`config.mk`:
```
export PLATFORM = sky130hd
export DESIGN_NAME = mem_stage
export DESIGN_NICKNAME = d
export VERILOG_FILES = /design/src/rtl/mem_stage.sv
export SDC_FILE = /design/constraint.sdc
export NUM_CORES = 1
export LEC_CHECK = 0
export CAP_MARGIN = 40
export CORE_UTILIZATION = 45
export CTS_CLUSTER_DIAMETER = 80
export DETAILED_ROUTE_END_ITERATION = 8
export GPL_TIMING_DRIVEN = 0
export PLACE_DENSITY = 0.76
export REMOVE_ABC_BUFFERS = 1
export SLEW_MARGIN = 15
export SYNTH_ARGS = -nofsm -noshare
export SYNTH_HDL_FRONTEND = slang
export SYNTH_SLANG_ARGS = --single-unit
export TNS_END_PERCENT = 100
```
`constraint.sdc`:
```
create_clock -name clk -period 2.3 [get_ports clk]
set_clock_uncertainty 0.2 [all_clocks]
set_input_delay 0.46 -clock clk [delete_from_list [all_inputs] [get_ports clk]]
set_output_delay 0.46 -clock clk [all_outputs]
set_load 0.05 [all_outputs]
```
`src/rtl/mem_stage.sv`:
```
// RV32I memory-access stage: data-memory req/ack handshake, store lane formatting, load align/extend.
// Optional macro MISALIGN_TRAP_EN turns misaligned half/word accesses into a trap record instead of silently aligning.
module mem_stage (
  input  logic        clk,
  input  logic        rst,
  input  logic        ex_valid_i,
  input  logic [4:0]  ex_wd_i,
  input  logic        ex_wreg_i,
  input  logic [31:0] ex_wdata_i,
  input  logic [3:0]  ex_memop_i,
  input  logic [31:0] ex_memaddr_i,
  input  logic [31:0] ex_memdata_i,
  output logic        stallreq_o,
  output logic        dmem_req_o,
  output logic        dmem_we_o,
  output logic [31:0] dmem_addr_o,
  output logic [3:0]  dmem_be_o,
  output logic [31:0] dmem_wdata_o,
  input  logic        dmem_ack_i,
  input  logic [31:0] dmem_rdata_i,
  output logic        wb_valid_o,
  output logic [4:0]  wb_wd_o,
  output logic        wb_wreg_o,
  output logic [31:0] wb_wdata_o,
  output logic        misalign_o
);

  typedef enum logic {IDLE, WAIT} state_t;

  localparam logic [3:0] OP_LB  = 4'd1;
  localparam logic [3:0] OP_LH  = 4'd2;
  localparam logic [3:0] OP_LW  = 4'd3;
  localparam logic [3:0] OP_LBU = 4'd4;
  localparam logic [3:0] OP_LHU = 4'd5;
  localparam logic [3:0] OP_SB  = 4'd6;
  localparam logic [3:0] OP_SH  = 4'd7;
  localparam logic [3:0] OP_SW  = 4'd8;

  state_t      state, state_n;
  logic [4:0]  lat_wd, lat_wd_n;
  logic        lat_wreg, lat_wreg_n;
  logic [3:0]  lat_op, lat_op_n;
  logic [1:0]  lat_lo, lat_lo_n;
  logic [31:0] addr_q, addr_n;
  logic [3:0]  be_q, be_n;
  logic        we_q, we_n;
  logic [31:0] wdata_q, wdata_n;
  logic        wb_valid_q, wb_valid_n;
  logic [4:0]  wb_wd_q, wb_wd_n;
  logic        wb_wreg_q, wb_wreg_n;
  logic [31:0] wb_wdata_q, wb_wdata_n;
  logic        mis_q, mis_n;
  // One-entry holding slot for a record accepted on an edge that already retires another one.
  logic        pend_q, pend_n;
  logic [4:0]  pend_wd, pend_wd_n;
  logic        pend_wreg, pend_wreg_n;
  logic [31:0] pend_wdata, pend_wdata_n;
  logic        pend_mis, pend_mis_n;

  logic        is_load, is_store, is_half, is_word, trap;
  logic [1:0]  al_lo;
  logic [3:0]  fmt_be;
  logic [31:0] fmt_wdata;
  logic [31:0] rd_shift, ld_data;
  logic        take, slot;

  // Incoming request decode and bus formatting
  always_comb begin
    is_load  = (ex_memop_i >= OP_LB) && (ex_memop_i <= OP_LHU);
    is_store = (ex_memop_i >= OP_SB) && (ex_memop_i <= OP_SW);
    is_half  = (ex_memop_i == OP_LH) || (ex_memop_i == OP_LHU) || (ex_memop_i == OP_SH);
    is_word  = (ex_memop_i == OP_LW) || (ex_memop_i == OP_SW);
    if (is_word)      al_lo = 2'b00;
    else if (is_half) al_lo = {ex_memaddr_i[1], 1'b0};
    else              al_lo = ex_memaddr_i[1:0];
`ifdef MISALIGN_TRAP_EN
    trap = (is_half && ex_memaddr_i[0]) || (is_word && (ex_memaddr_i[1:0] != 2'b00));
`else
    trap = 1'b0;
`endif
    fmt_be    = 4'b0000;
    fmt_wdata = 32'd0;
    case (ex_memop_i)
      OP_SB: begin
        fmt_be    = 4'b0001 << al_lo;
        fmt_wdata = {4{ex_memdata_i[7:0]}};
      end
      OP_SH: begin
        fmt_be    = al_lo[1] ? 4'b1100 : 4'b0011;
        fmt_wdata = {2{ex_memdata_i[15:0]}};
      end
      OP_SW: begin
        fmt_be    = 4'b1111;
        fmt_wdata = ex_memdata_i;
      end
      default: ;
    endcase
  end

  always_comb begin
    rd_shift = dmem_rdata_i >> {lat_lo, 3'b000};
    case (lat_op)
      OP_LB:   ld_data = {{24{rd_shift[7]}}, rd_shift[7:0]};
      OP_LH:   ld_data = {{16{rd_shift[15]}}, rd_shift[15:0]};
      OP_LBU:  ld_data = {24'd0, rd_shift[7:0]};
      OP_LHU:  ld_data = {16'd0, rd_shift[15:0]};
      default: ld_data = rd_shift;
    endcase
  end

  always_comb begin
    state_n      = state;
    lat_wd_n     = lat_wd;
    lat_wreg_n   = lat_wreg;
    lat_op_n     = lat_op;
    lat_lo_n     = lat_lo;
    addr_n       = addr_q;
    be_n         = be_q;
    we_n         = we_q;
    wdata_n      = wdata_q;
    wb_valid_n   = 1'b0;
    wb_wd_n      = wb_wd_q;
    wb_wreg_n    = wb_wreg_q;
    wb_wdata_n   = wb_wdata_q;
    mis_n        = 1'b0;
    pend_n       = pend_q;
    pend_wd_n    = pend_wd;
    pend_wreg_n  = pend_wreg;
    pend_wdata_n = pend_wdata;
    pend_mis_n   = pend_mis;
    take         = 1'b0;
    slot         = 1'b0;

    if (state == WAIT) begin
      if (dmem_ack_i) begin
        wb_valid_n = 1'b1;
        wb_wd_n    = lat_wd;
        wb_wreg_n  = we_q ? 1'b0 : lat_wreg;
        wb_wdata_n = we_q ? 32'd0 : ld_data;
        state_n    = IDLE;
        slot       = 1'b1;
        take       = ex_valid_i;
      end
    end else begin
      take = ex_valid_i;
      if (pend_q) begin
        wb_valid_n = 1'b1;
        wb_wd_n    = pend_wd;
        wb_wreg_n  = pend_wreg;
        wb_wdata_n = pend_wdata;
        mis_n      = pend_mis;
        pend_n     = 1'b0;
        slot       = 1'b1;
      end
    end

    if (take) begin
      if ((is_load || is_store) && !trap) begin
        lat_wd_n   = ex_wd_i;
        lat_wreg_n = ex_wreg_i;
        lat_op_n   = ex_memop_i;
        lat_lo_n   = al_lo;
        addr_n     = {ex_memaddr_i[31:2], 2'b00};
        be_n       = fmt_be;
        we_n       = is_store;
        wdata_n    = fmt_wdata;
        state_n    = WAIT;
      end else if (slot) begin
        pend_n       = 1'b1;
        pend_wd_n    = ex_wd_i;
        pend_wreg_n  = trap ? 1'b0 : ex_wreg_i;
        pend_wdata_n = trap ? 32'd0 : ex_wdata_i;
        pend_mis_n   = trap;
      end else begin
        wb_valid_n = 1'b1;
        wb_wd_n    = ex_wd_i;
        wb_wreg_n  = trap ? 1'b0 : ex_wreg_i;
        wb_wdata_n = trap ? 32'd0 : ex_wdata_i;
        mis_n      = trap;
      end
    end
  end

  always_ff @(posedge clk) begin
    if (rst) begin
      state      <= IDLE;
      lat_wd     <= 5'd0;
      lat_wreg   <= 1'b0;
      lat_op     <= 4'd0;
      lat_lo     <= 2'd0;
      addr_q     <= 32'd0;
      be_q       <= 4'd0;
      we_q       <= 1'b0;
      wdata_q    <= 32'd0;
      wb_valid_q <= 1'b0;
      wb_wd_q    <= 5'd0;
      wb_wreg_q  <= 1'b0;
      wb_wdata_q <= 32'd0;
      mis_q      <= 1'b0;
      pend_q     <= 1'b0;
      pend_wd    <= 5'd0;
      pend_wreg  <= 1'b0;
      pend_wdata <= 32'd0;
      pend_mis   <= 1'b0;
    end else begin
      state      <= state_n;
      lat_wd     <= lat_wd_n;
      lat_wreg   <= lat_wreg_n;
      lat_op     <= lat_op_n;
      lat_lo     <= lat_lo_n;
      addr_q     <= addr_n;
      be_q       <= be_n;
      we_q       <= we_n;
      wdata_q    <= wdata_n;
      wb_valid_q <= wb_valid_n;
      wb_wd_q    <= wb_wd_n;
      wb_wreg_q  <= wb_wreg_n;
      wb_wdata_q <= wb_wdata_n;
      mis_q      <= mis_n;
      pend_q     <= pend_n;
      pend_wd    <= pend_wd_n;
      pend_wreg  <= pend_wreg_n;
      pend_wdata <= pend_wdata_n;
      pend_mis   <= pend_mis_n;
    end
  end

  assign dmem_req_o   = (state == WAIT);
  assign stallreq_o   = (state == WAIT) && !dmem_ack_i;
  assign dmem_we_o    = we_q;
  assign dmem_addr_o  = addr_q;
  assign dmem_be_o    = be_q;
  assign dmem_wdata_o = wdata_q;
  assign wb_valid_o   = wb_valid_q;
  assign wb_wd_o      = wb_wd_q;
  assign wb_wreg_o    = wb_wreg_q;
  assign wb_wdata_o   = wb_wdata_q;
  assign misalign_o   = mis_q;

endmodule

```
==> run summary <==
======================================================================================================
Run status                                                                                finished, final reports clean
Delay of the slowest cell on the worst path                                                     830 ps
CTS HTree Levels                                                                                     4
Pleak                                                                                       0.00448 µW
Peak VDD IR                                                                                   0.672 mV
Initial Util                                                                                     46.6%
Library cell with the highest instance count after synthesis                              sky130_fd_sc_hd__nand2_1
Area of the die                                                                              17100 µm²
Top cell types by occurrence after synthesis                                              sky130_fd_sc_hd__nand2_1 (188), sky130_fd_sc_hd__dfxtp_1 (158), sky130_fd_sc_hd__a21oi_1 (116)
Total number of clock tree sinks                                                                   158
Smallest hold slack                                                                             243 ps
Sequential cell area                                                                          3180 µm²
Height of the die                                                                               131 µm
Filler cells                                                                                      1322
Area overhead of the layout relative to synthesis                                                48.6%
Worst-case setup margin in the final layout                                                    28.0 ps
Relative slew margins                                                                            43.9%
Ys flop type                                                                              sky130_fd_sc_hd__dfxtp_1
Time the worst path needs with I/O delays and setup                                            2270 ps
All-Layer GR Usage                                                                               29.3%
Number of antenna violations at the first check in global routing                                    1
Vias in the first global route                                                                    7162
Post-route ant nets                                                                                  0
Layout cell share with drive strength beyond 1                                                   9.45%
Yosys Warn Count                                                                                     0
Combined area of all synthesized cells                                                        7480 µm²
I/O pin count                                                                                      253
Flip-flop and latch count after synthesis                                                          158
Crit end category                                                                           output pin
Library cell used as clock root buffer                                                    sky130_fd_sc_hd__clkbuf_16
Fraction of post-synthesis cell area in the top cell type by area                                42.3%
Maximum number of pins on one net before global-route repair                                        59
Maximum operating frequency                                                                  0.440 GHz
Share of the clock period used by the worst path after layout                                    98.8%
Yosys top cell by area                                                                    sky130_fd_sc_hd__dfxtp_1
Detailed placement HPWL                                                                       16700 µm
Clock latency of the later-clocked register in the worst-skew pair                              420 ps
DRT Wirelength                                                                                25400 µm
Hold-fix buffer count after cts                                                                      0
Clock transition at the register clock pins on the worst setup and hold paths after CTS          60 ps
Via count                                                                                         7644
Hold Path Depth                                                                                      2
First-pass GRT wire length                                                                    38200 µm
Avg Vias per Cell                                                                                 5.62
Total count of max-transition violations in the final report                                         0
Slew at the pin closest to its max-slew limit                                                   838 ps
Top cell family by delay on the critical path                                             buffers and inverters
Weighted congestion at the end of routability-driven global placement                            0.860
Unique masters post-synth                                                                           61
Standard-cell rows                                                                                  46
Avg Inst Size Synth                                                                           8.29 µm²
First-pass iteration count of the detailed router                                                    5
Count of mapped cells out of synthesis                                                             903
Horiz. Die Dim                                                                                  131 µm
Worst EP required                                                                              1640 ps
Stages on worst setup path                                                                           1
Post-synthesis async set-or-reset flop share                                                        0%
Layout net count                                                                                  1272
TritonCTS clock tree                                                                             built
Global route overflow                                                                                0
Max-capacitance violation count                                                                      0
Worst-path fanout max                                                                                2
Area of the multi-input gates                                                                 3910 µm²
Final setup violating endpoints                                                                      0
Start-to-end type of the worst setup path                                                 flop to output pin
Worst min-delay path class                                                                input port to flop
Count of port buffers added during placement                                                       249
Crit-path slowest cell                                                                    sky130_fd_sc_hd__clkdlybuf4s50_1
Total power divided by cell area                                                            701 nW/µm²
Remaining routing DRC violations                                                                     0
Kind of launch point of the worst setup path                                                      flop
Fin. Hold Viols                                                                                      0
Mean routed wirelength per cell                                                                18.7 µm
Cells on worst reg2reg path                                                                          4
DRC marker count from the first detailed-route iteration                                           577
Placeable core area                                                                          16100 µm²
Clk buf depth                                                                                        2
Cells along the critical path                                                             clkdlybuf4s50_1
Critical Path AT                                                                               1610 ps
Number of buffer and inverter stages on the critical path                                            1
Post-place setup slack                                                                        -1700 ps
Number of buffers inserted during clock tree synthesis                                              17
Biggest area contributors in the synthesized netlist                                      sky130_fd_sc_hd__dfxtp_1 (42%), sky130_fd_sc_hd__nand2_1 (9.4%), sky130_fd_sc_hd__mux2i_1 (8.0%), sky130_fd_sc_hd__a21oi_1 (7.8%), sky130_fd_sc_hd__o211ai_1 (3.8%)
Post-synthesis sequential area ratio                                                             42.3%
Number of enable-type register cells in the synthesized netlist                                      0
Final core area utilization                                                                      69.2%
======================================================================================================
## repair_timing
item | 4_1_cts | 5_1_grt
gates cloned | 1 | 0
setup endpoints to repair | 164 | 97
setup buffers | 13 | 8
pin swaps | 7 | 2
gates resized for setup | 32 | 34
## state kept, by name, indices dropped and copies added (netlist names)
register,cells
dmem_addr_o,30
dmem_be_o,4
dmem_req_o,1
dmem_wdata_o,32
dmem_we_o,1
lat_lo,2
lat_op,4
lat_wd,5
lat_wreg,1
pend_q,1
pend_wd,5
pend_wdata,32
pend_wreg,1
wb_valid_o,1
wb_wd_o,5
wb_wdata_o,32
wb_wreg_o,1
## routing by layer
layer	share of wire, %	up-vias	global-route usage, %
li1	-	3655	-
met1	41	3576	35.6
met2	47	371	48.2
met3	10	42	10.2
met4	1.8	0	10.1
met5	0	-	0
## cell usage in the layout, fill, tap and decap left out, types with 4 or more instances in the layout
master,n
sky130_fd_sc_hd__clkdlybuf4s50_1,207
sky130_fd_sc_hd__mux2_2,5
sky130_fd_sc_hd__clkinv_4,5
sky130_fd_sc_hd__a221oi_1,15
sky130_fd_sc_hd__buf_4,19
sky130_fd_sc_hd__a211oi_1,15
sky130_fd_sc_hd__dlygate4sd2_1,9
sky130_fd_sc_hd__buf_8,8
sky130_fd_sc_hd__buf_2,4
sky130_fd_sc_hd__a222oi_1,7
sky130_fd_sc_hd__inv_1,26
sky130_fd_sc_hd__bufinv_16,5
sky130_fd_sc_hd__o31ai_1,16
sky130_fd_sc_hd__o211ai_1,38
sky130_fd_sc_hd__dlymetal6s2s_1,28
sky130_fd_sc_hd__nor2_1,65
sky130_fd_sc_hd__nand2_1,188
sky130_fd_sc_hd__clkbuf_16,17
sky130_fd_sc_hd__a21oi_1,116
sky130_fd_sc_hd__o21ai_1,6
sky130_fd_sc_hd__o21ai_0,19
sky130_fd_sc_hd__a22o_1,24
sky130_fd_sc_hd__o2bb2ai_1,7
sky130_fd_sc_hd__dfxtp_1,154
sky130_fd_sc_hd__mux2i_1,59
## where the power goes
group          leakage (µW)  switching, µW  internal (µW)  total, µW
logic               0.00287            968            682       1650
clock network      0.000324           1190           1990       3180
registers           0.00129            101           2870       2970
## layout make-up
| cell class | instances | share of cell area [%] |
|---|---|---|
| Multi-Input combinational cell | 638 | 35.1 |
| Sequential cell | 158 | 28.6 |
| Timing Repair Buffer | 287 | 26.9 |
| Clock buffer | 19 | 4.07 |
| Tap cell | 216 | 2.43 |
| Clock inverter | 13 | 1.90 |
| Inverter | 28 | 1.01 |
| Antenna cell | 1 | 0.0225 |
## cell families (layout without fill, tap and decap cells)
family	after synthesis	in the layout	synth area share (%)
simple gates	284	284	15.9
compound gates	282	283	25.6
flops	158	158	42.3
buf+inv	110	347	6.91
mux	66	66	9.08
xor+xnor	2	2	0.234
other cells	1	4	0.0501
## worst paths after layout
| kind | end | slack [ps] | startpoint |
|---|---|---|---|
| worst min register to register | dmem_wdata_o[30]$_SDFFE_PP0P_ | 250 | dmem_wdata_o[30]$_SDFFE_PP0P_ |
| worst min-delay path | pend_wdata[21]$_SDFFE_PP0P_ | 240 | rst |
| worst max-delay path | dmem_wdata_o[5] | 30 | dmem_wdata_o[5]$_SDFFE_PP0P_ |
| worst max register to register | wb_wdata_o[15]$_SDFF_PP0_ | 150 | lat_lo[1]$_SDFFE_PP0P_ |
## per-stage QoR
stage	total power (µW)	setup TNS (ps)	std cells	cell area (µm²)
global placement	4560	-629670	1288	9840
floorplan	3850	-151440	823	7080
global route	8060	-183	1359	11100
detailed placement	4620	-166160	1305	10200
finish	7800	0	1360	11100
CTS	7820	0	1351	11000
Note: power is estimated with default switching activity, not from simulation.
